**config.mk**
```make
export PLATFORM = sky130hd
export DESIGN_NAME = jtkiwi_pcm_seq
export DESIGN_NICKNAME = d
export VERILOG_FILES = /design/src/rtl/jtkiwi_pcm_pkg.sv /design/src/rtl/jtkiwi_pcm_presc.sv /design/src/rtl/jtkiwi_pcm_seq.sv
export SDC_FILE = /design/constraint.sdc
export NUM_CORES = 1
export LEC_CHECK = 0
export BUFFER_PORTS_ARGS = -buffer_cell sky130_fd_sc_hd__buf_2
export CAP_MARGIN = 20
export CORE_ASPECT_RATIO = 2
export CORE_MARGIN = 4
export CORE_UTILIZATION = 56
export DETAILED_ROUTE_END_ITERATION = 12
export GPL_TIMING_DRIVEN = 0
export PLACE_DENSITY = 0.84
export SYNTH_ARGS = -nofsm -noshare
export SYNTH_HDL_FRONTEND = slang
export SYNTH_SLANG_ARGS = --single-unit
export TNS_END_PERCENT = 100
```
**constraint.sdc**
```tcl
create_clock -name clk -period 2.93 [get_ports clk]
set_input_delay 0.586 -clock clk [delete_from_list [all_inputs] [get_ports clk]]
set_output_delay 0.586 -clock clk [all_outputs]
set_load 0.02 [all_outputs]
```
**src/rtl/jtkiwi_pcm_pkg.sv**
```systemverilog
// Shared state codes and sample constants for the Kageki PCM sequencer.
package jtkiwi_pcm_pkg;
  localparam logic [1:0] ST_IDLE = 2'd0;
  localparam logic [1:0] ST_LSB  = 2'd1;
  localparam logic [1:0] ST_MSB  = 2'd2;
  localparam logic [1:0] ST_PLAY = 2'd3;

  localparam logic [7:0] PCM_SILENCE = 8'h80;
  localparam logic [7:0] PCM_END     = 8'h00;
endpackage

```
**src/rtl/jtkiwi_pcm_presc.sv**
```systemverilog
// Sample-strobe edge detector and modulo-DIV tick generator, shared by PCM channels.
module jtkiwi_pcm_presc #(
  parameter int DIV = 3
)(
  input  logic clk,
  input  logic rst_n,
  input  logic sample,
  output logic tick
);
  logic       sample_l;
  logic [2:0] cnt;

  always_ff @(posedge clk or negedge rst_n) begin
    if (!rst_n) begin
      sample_l <= 1'b0;
      cnt      <= 3'd0;
      tick     <= 1'b0;
    end else begin
      sample_l <= sample;
      tick     <= 1'b0;
      if (sample && !sample_l) begin
        if (cnt == 3'(DIV - 1)) begin
          cnt  <= 3'd0;
          tick <= 1'b1;
        end else begin
          cnt <= cnt + 3'd1;
        end
      end
    end
  end
endmodule

```
**src/rtl/jtkiwi_pcm_seq.sv**
```systemverilog
// Kageki PCM sequencer: pointer lookup, byte prefetch and paced playback.
// Optional JTKIWI_PCM_QUEUE_EN: triggers while busy queue one sel instead of restarting.
module jtkiwi_pcm_seq
  import jtkiwi_pcm_pkg::*;
#(
  parameter logic [15:0] TBL_BASE = 16'h0090,
  parameter int          DIV      = 3
)(
  input  logic        clk,
  input  logic        rst_n,
  input  logic        sample,
  input  logic        trig,
  input  logic [5:0]  sel,
  output logic [15:0] rom_addr,
  output logic        rom_cs,
  input  logic        rom_ok,
  input  logic [7:0]  rom_data,
  output logic [7:0]  pcm,
  output logic        pcm_cen,
  output logic        busy,
  output logic        underrun,
  output logic [1:0]  st
);
  logic       tick, trig_l, cs_l, trig_edge, accept, start;
  logic [5:0] sel_r;
  logic [7:0] lsb, buf_d;
  logic       buf_vld, end_pend;
`ifdef JTKIWI_PCM_QUEUE_EN
  logic       q_vld;
  logic [5:0] q_sel;
`endif

  jtkiwi_pcm_presc #(.DIV(DIV)) u_presc (
    .clk    (clk),
    .rst_n  (rst_n),
    .sample (sample),
    .tick   (tick)
  );

  assign trig_edge = trig && !trig_l;
  // cs_l masks an rom_ok left over from the previous request
  assign accept    = rom_cs && rom_ok && cs_l;
  assign busy      = (st != ST_IDLE);
`ifdef JTKIWI_PCM_QUEUE_EN
  assign start = trig_edge && (st == ST_IDLE);
`else
  assign start = trig_edge;
`endif

  always_ff @(posedge clk or negedge rst_n) begin
    if (!rst_n) begin
      st       <= ST_IDLE;
      rom_addr <= 16'd0;
      rom_cs   <= 1'b0;
      cs_l     <= 1'b0;
      trig_l   <= 1'b0;
      pcm      <= PCM_SILENCE;
      pcm_cen  <= 1'b0;
      underrun <= 1'b0;
      sel_r    <= 6'd0;
      lsb      <= 8'd0;
      buf_d    <= 8'd0;
      buf_vld  <= 1'b0;
      end_pend <= 1'b0;
`ifdef JTKIWI_PCM_QUEUE_EN
      q_vld    <= 1'b0;
      q_sel    <= 6'd0;
`endif
    end else begin
      trig_l   <= trig;
      cs_l     <= rom_cs;
      pcm_cen  <= 1'b0;
      underrun <= 1'b0;
      if (start) begin
        st       <= ST_LSB;
        sel_r    <= sel;
        rom_cs   <= 1'b0;
        buf_vld  <= 1'b0;
        end_pend <= 1'b0;
      end else begin
        case (st)
          ST_IDLE: rom_cs <= 1'b0;
          ST_LSB: begin
            // address is loaded while rom_cs is low, then the request is raised
            if (!rom_cs) begin
              rom_addr <= TBL_BASE + {9'd0, sel_r, 1'b0};
              rom_cs   <= 1'b1;
            end else if (accept) begin
              lsb      <= rom_data;
              rom_addr <= rom_addr + 16'd1;
              rom_cs   <= 1'b0;
              st       <= ST_MSB;
            end
          end
          ST_MSB: begin
            if (!rom_cs) rom_cs <= 1'b1;
            else if (accept) begin
              rom_addr <= {rom_data, lsb};
              rom_cs   <= 1'b0;
              buf_vld  <= 1'b0;
              end_pend <= 1'b0;
              st       <= ST_PLAY;
            end
          end
          default: begin
            if (tick && (end_pend || (buf_vld && buf_d == PCM_END))) begin
              pcm      <= PCM_SILENCE;
              rom_cs   <= 1'b0;
              buf_vld  <= 1'b0;
              end_pend <= 1'b0;
`ifdef JTKIWI_PCM_QUEUE_EN
              if (q_vld) begin
                st    <= ST_LSB;
                sel_r <= q_sel;
                q_vld <= 1'b0;
              end else begin
                st <= ST_IDLE;
              end
`else
              st <= ST_IDLE;
`endif
            end else begin
              if (tick) begin
                if (buf_vld) begin
                  pcm     <= buf_d;
                  pcm_cen <= 1'b1;
                  buf_vld <= 1'b0;
                  // last addressable byte: finish on the next tick without wrapping
                  if (rom_addr == 16'hFFFF) end_pend <= 1'b1;
                  else rom_addr <= rom_addr + 16'd1;
                end else begin
                  underrun <= 1'b1;
                end
              end
              if (!buf_vld && !end_pend) begin
                if (!rom_cs) rom_cs <= 1'b1;
                else if (accept) begin
                  buf_d   <= rom_data;
                  buf_vld <= 1'b1;
                  rom_cs  <= 1'b0;
                end
              end
            end
          end
        endcase
      end
`ifdef JTKIWI_PCM_QUEUE_EN
      if (trig_edge && st != ST_IDLE) begin
        q_vld <= 1'b1;
        q_sel <= sel;
      end
`endif
    end
  end
endmodule

```
==> results.cfg <==
[logic_synthesis]
synth_seq_area_share_pct = 48.7
synth.top_cell.area_share_pct = 47.8
netlist-cell-type-count = 50
netlist.top_cell.by_area = dfrtp_1
dominant_combinational_cell_family_by_area_after_synthesis = compound AO/OA/AOI/OAI gates
edff_count_synth = 0
syn_area_per_cell_um2 = 10.5
synth.cell_area_um2 = 3090
ys_seq_elements = 60
instance_count_of_the_mapped_netlist = 295
synthXorXnorAreaFrac_pct = 0.284
synth_fa_ha_area_share_pct = 2.84
synth_ff_type = dfrtp_1
yosys_warnings = 0
post_synth_and_or_nand_nor_area_fraction_pct = 16.6
ys_top_cells_by_area = dfrtp_1 48%, mux2_2 5.8%, o2bb2ai_2 4.9%
synthMostInstantiatedCell = dfrtp_1
post_synth_most_frequent_cells = 59 x dfrtp_1, 31 x nand2_1, 21 x a21oi_1
synth-async-reset-ratio_pct = 100
synthesis.nets = 321
synth_compound_gate_area_share_pct = 21.2
yosys-mux-area-fraction_pct = 6.81

[floorplanning]
die_area_um2 = 6840
chipHeight_um = 113
initial_core_util_pct = 57.5
floorplan.core_area_um2 = 5370
io-pin-count = 49
die_width_um = 60.5
placementRows = 38

[route]
drt-wirelength-per-cell_um = 18.6
route.detailed.drc = 0
via_count = 2633
detail_route.vias_per_cell = 6.27
postRouteAntennaNets = 0
drt_first_iter_violations = 168
drt_pre_antenna_iters = 5
route.final.wire_length_mm = 7.80

[placement]
port-buffer-count = 48
place_hpwl_mm = 5.78
place_congestion = 0.864

[power]
irDropWorstVdd_mv = 0.730
p_per_area_nw_per_um2 = 1050
leakage_nw = 1.65

[layout]
layout.nets = 381
drive_above_1_share_pct = 28.9
area_delta_synth_final_pct = 17.4
postLayoutCoreUtil_pct = 67.5
antennaDiodeCount = 0

[min_path]
min-delay-path-class = input pin to async pin

[sta]
setup_tns_ns = 0
finalHoldViolCount = 0
max_slew.worst_pin.slew_ns = 0.945
min_period_over_period_pct = 93.4
fmax_mhz = 365
unrepaired_setup_endpoints_after_global_routing = no
slew_headroom_pct = 36.9
fin_clk_skew_ns = 0.00749
period_minus_slack_ns = 2.74
setup_viol_count_final = 0
slew_violations = 0

[critical_path]
critPathKind = register to register
worst-r2r-cell-count = 8
timing.reg2reg.setup_slack_ns = 0.19
timing.critical_path.from = st[0]
timing.critical_path.required_ns = 3.16
cp-start-kind = register
critical_path_peak_fanout = 10
cp_endpoint_kind = register
crit-reg2reg-launch = st[0]
worst_ep_arrival_time_ns = 2.96
crit-reg2reg-capture = rom_addr[8]

[cts]
cts_inserted_buffers = 9
holdBufCountCts = 0
clock_sinks = 60
ctsLongestPathBuffers = 2
clkSlewWorstSetupHoldPaths_ns = 0.07
tritoncts = yes
post_cts_buffers = 0
cts_root_buf = clkbuf_8
h-tree-depth = 3
cts-resized-gates = 0
clock_latency_ns = 0.35

[grt]
grt_most_used_layer = met2
grt.met2_usage_pct = 42.5
grt_pass1_vias = 2651
global_route.usage.total_pct = 25.1
antenna_found_initial = 0
global_route_wire_length_before_repair_mm = 12.8
grt_start_max_net_pins = 41
groute.layer.met1.usage_pct = 28.4
grtUsageMet3_pct = 4.79
grt_overflow_total = 0

[outcome]
run_status = completed

[job]
count_of_max_cap_constraint_violations = 0
[cell usage in the layout, fill, tap and decap left out, types with 9 or more instances in the layout]
cell        n
dfrtp_1    59
o2bb2ai_2  10
nand2_1    31
nor3_1     13
buf_2      49
mux2_2     16
inv_1      10
o21ai_0    12
clkbuf_1    9
clkbuf_8   11
nor2_1     16
a21oi_1    21
[how the worst max path moves through the flow]
stage | slack [ns] | endpoint | depth (start not counted)
after floorplan | 0.59 | rom_addr[14] | 7
after global placement | 0.34 | rom_addr[8] | 8
after detailed placement | 0.31 | rom_addr[8] | 8
after CTS | 0.28 | rom_addr[8] | 8
after global routing | 0.09 | rom_addr[8] | 8
final | 0.19 | rom_addr[8] | 8
[metal layers]
layer,wire (um),vias up
met5,0,-
met4,259,0
met3,439,20
met2,4190,106
met1,2910,1282
li1,-,1225
[logic make-up (layout without fill, tap and decap cells)]
family / count (synthesis) / count (layout)
buffers and inverters: 23 / 88
and+or+nand+nor: 101 / 101
AOI/OAI and AO/OA: 84 / 84
xor gates and xnor gates: 1 / 1
muxes: 19 / 19
adders and majority gates: 7 / 7
DFF: 60 / 60
[layout make-up]
cell class / instances / area, um^2
Buffer: 13 / 72.6
Clock buffer: 11 / 151
Clock inverter: 5 / 50.0
Fill cell: 455 / 1750
Inverter: 10 / 37.5
Multi-Input combinational cell: 212 / 1480
Sequential cell: 60 / 1500
Tap cell: 60 / 75.1
Timing Repair Buffer: 49 / 260
[report_power, final]
group          internal [mW]  total, mW  switching (mW)
combinational          0.660       1.72            1.06
sequential              1.07       1.33           0.257
clock                  0.432      0.751           0.318
total                   2.16       3.80            1.64
[metrics by stage]
step,instance area (um^2),power [mW],instances,hold WS [ns],setup WS (ns)
global placement,3400,2.97,403,0.399,0.335
CTS,3620,3.78,420,0.207,0.285
floorplan,3090,2.52,295,0.290,0.590
detailed placement,3420,3.02,404,0.413,0.307
global route,3620,4.02,420,0.238,0.0913
finish,3620,3.80,420,0.194,0.193
[registers in the layout (all words and copies together) (netlist names)]
name,count
rom_addr,16
buf_d,8
lsb,8
pcm,8
sel_r,6
u_presc.cnt,3
st,2
buf_vld,1
cs_l,1
end_pend,1
pcm_cen,1
rom_cs,1
trig_l,1
u_presc.sample_l,1
u_presc.tick,1
underrun,1
[worst max-delay path, stage by stage (launching register included)]
cell and delay (ns):
dfrtp_1 0.39, inv_1 0.09, ha_1 0.44, a21boi_1 0.81
clkbuf_1 0.45, a21oi_1 0.08, nor2_1 0.09, o21ai_0 0.11
o2bb2ai_2 0.15
Note: power is estimated with default switching activity, not from simulation.
